**src/rtl/float_n_to_recoded_float_n_serial_if.sv**
```systemverilog
// Operand/result handshake bundle for float_n_to_recoded_float_n_serial.
// Master drives operands and result acceptance; slave is the converter.
interface float_n_to_recoded_float_n_serial_if #(
    parameter int expSize = 8,
    parameter int sigSize = 24
);
    localparam int size = expSize + sigSize;

    logic            in_valid;
    logic            in_ready;
    logic [size-1:0] in;
    logic            out_valid;
    logic            out_ready;
    logic [size:0]   out;

    modport master (
        output in_valid, in, out_ready,
        input  in_ready, out_valid, out
    );

    modport slave (
        input  in_valid, in, out_ready,
        output in_ready, out_valid, out
    );
endinterface

```
**src/rtl/float_n_to_recoded_float_n_serial.sv**
```systemverilog
// Standard floatN -> recoded floatN converter; FAST_NORM_EN selects a one-cycle subnormal normalizer.
// Latency: 1 cycle for zero/normal/inf/NaN; subnormals take z+2 (serial) or 1 (FAST_NORM_EN).
// Backpressure: result held while out_ready=0; in_ready = idle | (done & out_ready).
module float_n_to_recoded_float_n_serial #(
    parameter int expSize = 8,
    parameter int sigSize = 24
) (
    input  logic clock,
    input  logic reset,
    float_n_to_recoded_float_n_serial_if.slave bus
);
    localparam int size   = expSize + sigSize;
    localparam int fractW = sigSize - 1;
    localparam int recW   = expSize + 1;
    localparam logic [recW-1:0] bias = recW'((1 << (expSize - 1)) + 1);

    typedef enum logic [1:0] {IDLE, NORM, DONE} state_t;

    state_t              state, stateNext;
    logic [size:0]       outReg, outNext;
    logic                inReady, accept, inSub;
    logic [expSize-1:0]  inExp;
    logic [fractW-1:0]   inFract;

    // Zero, normal, infinity and NaN: fract passes through, only the exponent is remapped.
    function automatic logic [size:0] recodeSimple(input logic [size-1:0] f);
        logic [expSize-1:0] e;
        logic [fractW-1:0]  fr;
        logic [recW-1:0]    re;
        e  = f[size-2 -: expSize];
        fr = f[fractW-1:0];
        if (e == '0)
            re = '0;
        else if (&e)
            re = {2'b11, (fr != '0), {(expSize - 2){1'b0}}};
        else
            re = {1'b0, e} + bias;
        return {f[size-1], re, fr};
    endfunction

`ifdef FAST_NORM_EN
    function automatic logic [size:0] normalizeSub(input logic [size-1:0] f);
        logic [fractW-1:0] fr;
        logic [recW-1:0]   z;
        logic              found;
        fr    = f[fractW-1:0];
        z     = '0;
        found = 1'b0;
        for (int i = fractW - 1; i >= 0; i--) begin
            if (!found && fr[i]) begin
                found = 1'b1;
                z     = recW'(fractW - 1 - i);
            end
        end
        return {f[size-1], bias - z, fr << (z + recW'(1))};
    endfunction
`else
    logic [fractW-1:0] workFract, workFractNext;
    logic [recW-1:0]   recExp, recExpNext;
    logic              sign, signNext;
    logic              shiftOut;
`endif

    assign inExp   = bus.in[size-2 -: expSize];
    assign inFract = bus.in[fractW-1:0];
    assign inSub   = (inExp == '0) && (inFract != '0);
    assign inReady = (state == IDLE) || ((state == DONE) && bus.out_ready);
    assign accept  = bus.in_valid && inReady;

    assign bus.in_ready  = inReady;
    assign bus.out_valid = (state == DONE);
    assign bus.out       = outReg;

    always_comb begin
        stateNext = state;
        outNext   = outReg;
`ifndef FAST_NORM_EN
        workFractNext = workFract;
        recExpNext    = recExp;
        signNext      = sign;
        shiftOut      = 1'b0;
`endif
        case (state)
`ifndef FAST_NORM_EN
            NORM: begin
                // The first 1 shifted out is the hidden bit; what remains is the normalized fract.
                {shiftOut, workFractNext} = {workFract, 1'b0};
                recExpNext = recExp - recW'(1);
                if (shiftOut) begin
                    outNext   = {sign, recExpNext, workFractNext};
                    stateNext = DONE;
                end
            end
`endif
            DONE: if (bus.out_ready) stateNext = IDLE;
            default: ;
        endcase
        if (accept) begin
            if (inSub) begin
`ifdef FAST_NORM_EN
                outNext   = normalizeSub(bus.in);
                stateNext = DONE;
`else
                workFractNext = inFract;
                recExpNext    = bias + recW'(1);
                signNext      = bus.in[size-1];
                stateNext     = NORM;
`endif
            end else begin
                outNext   = recodeSimple(bus.in);
                stateNext = DONE;
            end
        end
    end

    always_ff @(posedge clock) begin
        if (reset) begin
            state  <= IDLE;
            outReg <= '0;
        end else begin
            state  <= stateNext;
            outReg <= outNext;
        end
    end

`ifndef FAST_NORM_EN
    always_ff @(posedge clock) begin
        workFract <= workFractNext;
        recExp    <= recExpNext;
        sign      <= signNext;
    end
`endif
endmodule

```
**src/flat_wrapper.sv**
```systemverilog
// flat-port wrapper written by rule: the top's interface ports become plain ports
module float_n_to_recoded_float_n_serial_flat 
#(
    parameter int expSize = 8,
    parameter int sigSize = 24
)
  (clock, reset, bus_in_valid, bus_in, bus_out_ready, bus_in_ready, bus_out_valid, bus_out);
  float_n_to_recoded_float_n_serial_if #(.expSize(expSize), .sigSize(sigSize)) bus_i ();
  input  logic clock;
  input  logic reset;
  input wire logic [$bits(bus_i.in_valid)-1:0] bus_in_valid;
  input wire logic [$bits(bus_i.in)-1:0] bus_in;
  input wire logic [$bits(bus_i.out_ready)-1:0] bus_out_ready;
  output wire logic [$bits(bus_i.in_ready)-1:0] bus_in_ready;
  output wire logic [$bits(bus_i.out_valid)-1:0] bus_out_valid;
  output wire logic [$bits(bus_i.out)-1:0] bus_out;
  assign bus_i.in_valid = bus_in_valid;
  assign bus_i.in = bus_in;
  assign bus_i.out_ready = bus_out_ready;
  assign bus_in_ready = bus_i.in_ready;
  assign bus_out_valid = bus_i.out_valid;
  assign bus_out = bus_i.out;
  float_n_to_recoded_float_n_serial #(.expSize(expSize), .sigSize(sigSize)) u_core (.clock(clock), .reset(reset), .bus(bus_i));
endmodule
```
**config.mk**
```make
export PLATFORM = sky130hd
export DESIGN_NAME = float_n_to_recoded_float_n_serial_flat
export DESIGN_NICKNAME = d
export VERILOG_FILES = /design/src/rtl/float_n_to_recoded_float_n_serial_if.sv /design/src/rtl/float_n_to_recoded_float_n_serial.sv /design/src/flat_wrapper.sv
export SDC_FILE = /design/constraint.sdc
export NUM_CORES = 1
export LEC_CHECK = 0
export BUFFER_PORTS_ARGS = -buffer_cell sky130_fd_sc_hd__buf_4
export CELL_PAD_IN_SITES_DETAIL_PLACEMENT = 1
export CELL_PAD_IN_SITES_GLOBAL_PLACEMENT = 1
export CORE_MARGIN = 2
export CORE_UTILIZATION = 37
export CTS_CLUSTER_DIAMETER = 30
export DETAILED_ROUTE_END_ITERATION = 6
export PLACE_DENSITY_LB_ADDON = 0.1
export SLEW_MARGIN = 0
export SYNTH_ARGS = -nofsm -noshare
export SYNTH_HDL_FRONTEND = slang
export SYNTH_SLANG_ARGS = --single-unit
```
**constraint.sdc**
```tcl
create_clock -name clock -period 1.8 [get_ports clock]
set_input_delay 0.36 -clock clock [delete_from_list [all_inputs] [get_ports clock]]
set_output_delay 0.36 -clock clock [all_outputs]
set_load 0.02 [all_outputs]
```
# Word-level counts from Yosys, hierarchy flattened
# Index checks and enable logic that the tools add are counted.
# op_classes
n_reduce_logical,11
n_eq_ne,4
n_mux,17
n_addsub,2
# op_table
operator,count
$mux 33,4
$mux 23,3
$mux 9,5
$reduce_bool 23->1,1
$add 8x8->9 const B,1
$sub 9x1->9 const B,1
$logic_not 8->1,1
$mux 2,4
$reduce_and 8->1,1
$pmux 2 s2,1
$logic_and 1x1->1,3
$ne 3x1->1 const B,1
$ne 3x2->1 const B,1
$reduce_and 3->1,1
$reduce_bool 3->1,1
$eq 2x1->1 const B,1
$eq 2x2->1 const B,1
$logic_not 2->1,1
$reduce_and 2->1,1
$logic_or 1x1->1,1
# word_totals
word_cells,39
register_bits,68
in_bits,36
output_inout_bits,35

# Depth between registers and ports, before layout
# depth
depth_word,6
ltp_mapped,9
depth_no_buf,8

# Least setup slack after synthesis
# OpenSTA, ideal clock, no wires.
# synth_path
kind,register -> register
start,register u_core.state[0]
end,register u_core.outReg[14] (netlist: u_core.bus.out[14])
slack_ns,-0.134
stages_incl_launch_ff,10
setup_ns,0.147
period_less_slack_ns,1.934
arrival_time_ns,1.787
required_time_ns,1.653
n_path_buf,2
cell_sequence,dfxtp_1 inv_1 ha_1 a21oi_1 inv_1 nand4_1 a2bb2oi_2 buf_4 buf_6 a311oi_2
# synth_via
elab_chain_cells,5
word_cells_on_any_way,9
cone_classes,2 x eq/ne; 3 x mux; 4 x reduce/logical
# synth_lines
element,line_no,rtl
start: declaration,float_n_to_recoded_float_n_serial.sv:19,"state_t state, stateNext;"
start signal: assignment,float_n_to_recoded_float_n_serial.sv:121,state <= stateNext;
$eq 2x2->1,n/a,
via bus_out_valid,flat_wrapper.sv:15,output wire logic [$bits(bus_i.out_valid)-1:0] bus_out_valid;
$logic_and 1x1->1,float_n_to_recoded_float_n_serial.sv:67,assign inReady = (state == IDLE) || ((state == DONE) && bus.out_ready);
$logic_or 1x1->1,float_n_to_recoded_float_n_serial.sv:67,
via bus_in_ready,flat_wrapper.sv:14,output wire logic [$bits(bus_i.in_ready)-1:0] bus_in_ready;
$logic_and 1x1->1,float_n_to_recoded_float_n_serial.sv:68,assign accept = bus.in_valid && inReady;
$mux 33,float_n_to_recoded_float_n_serial.sv:98,if (accept) begin
end signal: assignment,float_n_to_recoded_float_n_serial.sv:122,outReg <= outNext;
end: declaration,float_n_to_recoded_float_n_serial.sv:20,"logic [size:0] outReg, outNext;"
# The timed path passes the listed nets, and every way through them passes these cells.
# A chain may end at the register's enable or synchronous reset.

# Worst setup path in the final report
# layout_path
start,register u_core.state[1]
end,register u_core.outReg[26] (netlist: u_core.bus.out[26])
# layout_via
elab_chain_cells,5
word_cells_on_any_way,9
cone_classes,2 x eq/ne; 3 x mux; 4 x reduce/logical
# layout_lines
element,line_no
$eq 2x2->1,float_n_to_recoded_float_n_serial.sv:67
$logic_and 1x1->1,float_n_to_recoded_float_n_serial.sv:67
$logic_or 1x1->1,float_n_to_recoded_float_n_serial.sv:67
$logic_and 1x1->1,float_n_to_recoded_float_n_serial.sv:68
$mux 33 *,float_n_to_recoded_float_n_serial.sv:98
# Every way passes the cells marked *; elsewhere a longest branch is shown, timed or not.

==> results.json <==
{
  "cap_violations": 0,
  "crit_required_ns": 2.08,
  "cts_max_level": 3,
  "rows": 35,
  "syn_inst": 396,
  "syn_area_per_cell_um2": 8.63,
  "synthSimpleGateAreaFrac": 0.205,
  "multi_input_area_um2": 1940,
  "synth_mux_area_frac": 0.0703,
  "cts_sinks": 68,
  "gpl.final_weighted_congestion": 0.727,
  "tightest_slew_ns": 0.443,
  "fp.dieH_um": 100,
  "postLayoutCellArea_um2": 4880,
  "insertion_delay_ns": 0.36,
  "vias_per_cell": 5.32,
  "p_sw_w": 0.00121,
  "start_util": 0.375,
  "slew_violations": 0,
  "grt_pass1_vias": 3555,
  "port_buffers": 70,
  "pwr-share-comb": 0.219,
  "final_common_cell": "buf_4",
  "p_total_w": 0.00395,
  "area_delta_synth_final_pct": 42.8,
  "synth_fp_nets": 438,
  "p_int_w": 0.00273,
  "seq_power_share": 0.439,
  "cts_tree": "done",
  "ff_latch_area_um2": 1380,
  "yosysUniqueCellTypes": 37,
  "yosys.area_share.xor_xnor": 0.0487,
  "drive_gt1_frac": 0.375,
  "cts_hold_repair.buffers": 0,
  "ys_seq_area_frac": 0.401,
  "hpwl_mm": 7.46,
  "dieArea_um2": 10000,
  "hold_viol_final": 0,
  "drc": 0,
  "reg2reg_depth": 9,
  "grt_max_degree": 35,
  "first_iter_violations": 58,
  "clkTransAtPathRegs_ns": 0.10,
  "cts_made_buffers": 9,
  "slew_headroom": 0.705,
  "dp_slack_ns": -0.287,
  "whs_ns": 0.181,
  "powerDensity_nw_per_um2": 809,
  "worst_slack_ns": 0.0240,
  "critPathArrivalTime_ns": 2.05,
  "cts-root-buf": "clkbuf_8",
  "clk_path_buf_depth": 2,
  "critPathKind": "register to register",
  "synth_compound_area_frac": 0.194,
  "fin_crit_ns": 1.78,
  "p_sw_frac": 0.307,
  "firstDrtPassIters": 4,
  "vias": 3369,
  "top_level_ports": 71,
  "grtUsageTotal": 0.219,
  "ys_seq_elements": 68,
  "rsz0062_at_grt": "true",
  "critPathCaptureType": "register",
  "antenna_cells": 0,
  "setup_viol": 0,
  "netlist_area_um2": 3420,
  "clock_skew_ns": 0.0218,
  "worstPathMaxFanout": 4,
  "dpl_cell_area_um2": 4430,
  "start_kind": "register",
  "synth_top_family_by_area": "simple AND/OR/NAND/NOR gates",
  "dp_cells": 605,
  "p_clk_frac": 0.341,
  "yosysTopAreaCell": "dfxtp_1",
  "fillers": 1109,
  "synth_fa_ha_area_frac": 0.0220,
  "grt_pass1_wl_mm": 17.2,
  "stdcell_count": 633,
  "die_w_um": 100,
  "nets": 559,
  "p_leak_nw": 1.93,
  "ir_worst_vdd_v": 0.000377,
  "layout_common_cells": "buf_4 (128), dfxtp_1 (65), nand2_1 (60)",
  "overflow": 0,
  "post-route-period-util": 0.987,
  "holdPathStages": 1,
  "max_freq_mhz": 563,
  "grt_antenna_before_repair": 0,
  "synth_top_area_frac": 0.392,
  "min_path_type": "input pin to register",
  "yosysWarningCount": 0,
  "drtAntennaViolNets": 0,
  "core_um2": 9110,
  "synth_area_leaders": "dfxtp_1 (39%), a311oi_2 (8.8%), mux2i_1 (7.0%)",
  "status": "complete, no violations",
  "wl_per_cell_um": 17.0,
  "routed_wl_mm": 10.8
}
-- through the flow --
stage	TNS [ns]	util
floorplan	0	-
global placement	-8.69	0.486
detailed placement	-12.39	0.486
CTS	0	0.525
global route	-0.305	0.536
finish	0	0.536
-- metal layers --
layer / vias up / GRT usage / share of wire
li1: 1634 / - / -
met1: 1656 / 0.252 / 0.43
met2: 67 / 0.401 / 0.51
met3: 12 / 0.0481 / 0.042
met4: 0 / 0.0759 / 0.018
met5: - / 0 / 0
-- worst max-delay path, stage by stage (launching register included) --
cell and delay, ns:
dfxtp_4 0.37, inv_2 0.05, ha_4 0.15, a21oi_4 0.14, inv_2 0.05, nand4_1 0.11, a2bb2oi_4 0.22, nand2b_1 0.16
bufbuf_16 0.30, o22ai_1 0.15
-- final timing paths --
kind / to / start / slack [ns]
hold reg to reg: u_core.bus.out[0] / u_core.bus.out[0] / 0.49
setup / recovery: u_core.bus.out[26] / u_core.state[1] / 0.02
setup reg to reg: u_core.bus.out[26] / u_core.state[1] / 0.02
hold / removal: u_core.sign / bus_in[31] / 0.18
-- sequential cells by signal, summed over array words and instances (netlist names) --
signal and flops:
u_core.recExp 9, u_core.workFract 23, u_core.sign 1, u_core.bus.out 33
u_core.state 2
-- Yosys cell counts, drive strengths merged --
cell / count
and2: 2
nor3b: 2
inv: 13
nor4: 7
a221oi: 1
o22ai: 6
a21oi: 10
nand2b: 4
or2: 1
o32ai: 2
a21o: 1
nand2: 60
a41oi: 1
o2bb2ai: 1
xnor2: 9
xor2: 10
a31oi: 2
o21ai: 27
nor3: 4
nand3: 31
clkbuf: 15
nor2: 46
buf: 14
a311oi: 23
a2bb2oi: 1
ha: 6
o2111a: 1
mux2i: 24
a21boi: 1
edfxtp: 1
dfxtp: 67
nand4: 3
-- power by group through the flow --
| stage | logic (W) | clock network, W | registers [W] |
|---|---|---|---|
| global route | 0.000933 | 0.00145 | 0.00175 |
| finish | 0.000866 | 0.00135 | 0.00173 |
| CTS | 0.000833 | 0.00137 | 0.00173 |
| global placement | 0.000742 | 0 | 0.00176 |
| detailed placement | 0.000763 | 0 | 0.00176 |
| floorplan | 0.000317 | 0 | 0.00182 |
-- repair_timing --
action / 4_1_cts / 5_1_grt
endpoints found under the setup margin: 34 / 31
resized for setup: 15 / 13
setup buffers: 4 / 6
gates cloned: 2 / 1
pin swaps: 5 / 17
-- cell type report --
| type | instances | area share |
|---|---|---|
| tap | 111 | 0.0285 |
| inverter | 13 | 0.0105 |
| multi-input combinational | 286 | 0.398 |
| clock buffer | 9 | 0.0254 |
| sequential | 68 | 0.282 |
| clock inverter | 7 | 0.0164 |
| timing repair buffer | 139 | 0.239 |
-- cells by family after synthesis --
| kind of cell | count (synthesis) |
|---|---|
| and+or+nand+nor | 160 |
| adders and majority gates | 6 |
| xor gates and xnor gates | 19 |
| AOI/OAI and AO/OA | 77 |
| DFF | 68 |
| muxes | 24 |
| buffers and inverters | 42 |
No activity file was read; power rests on OpenSTA's default activity.
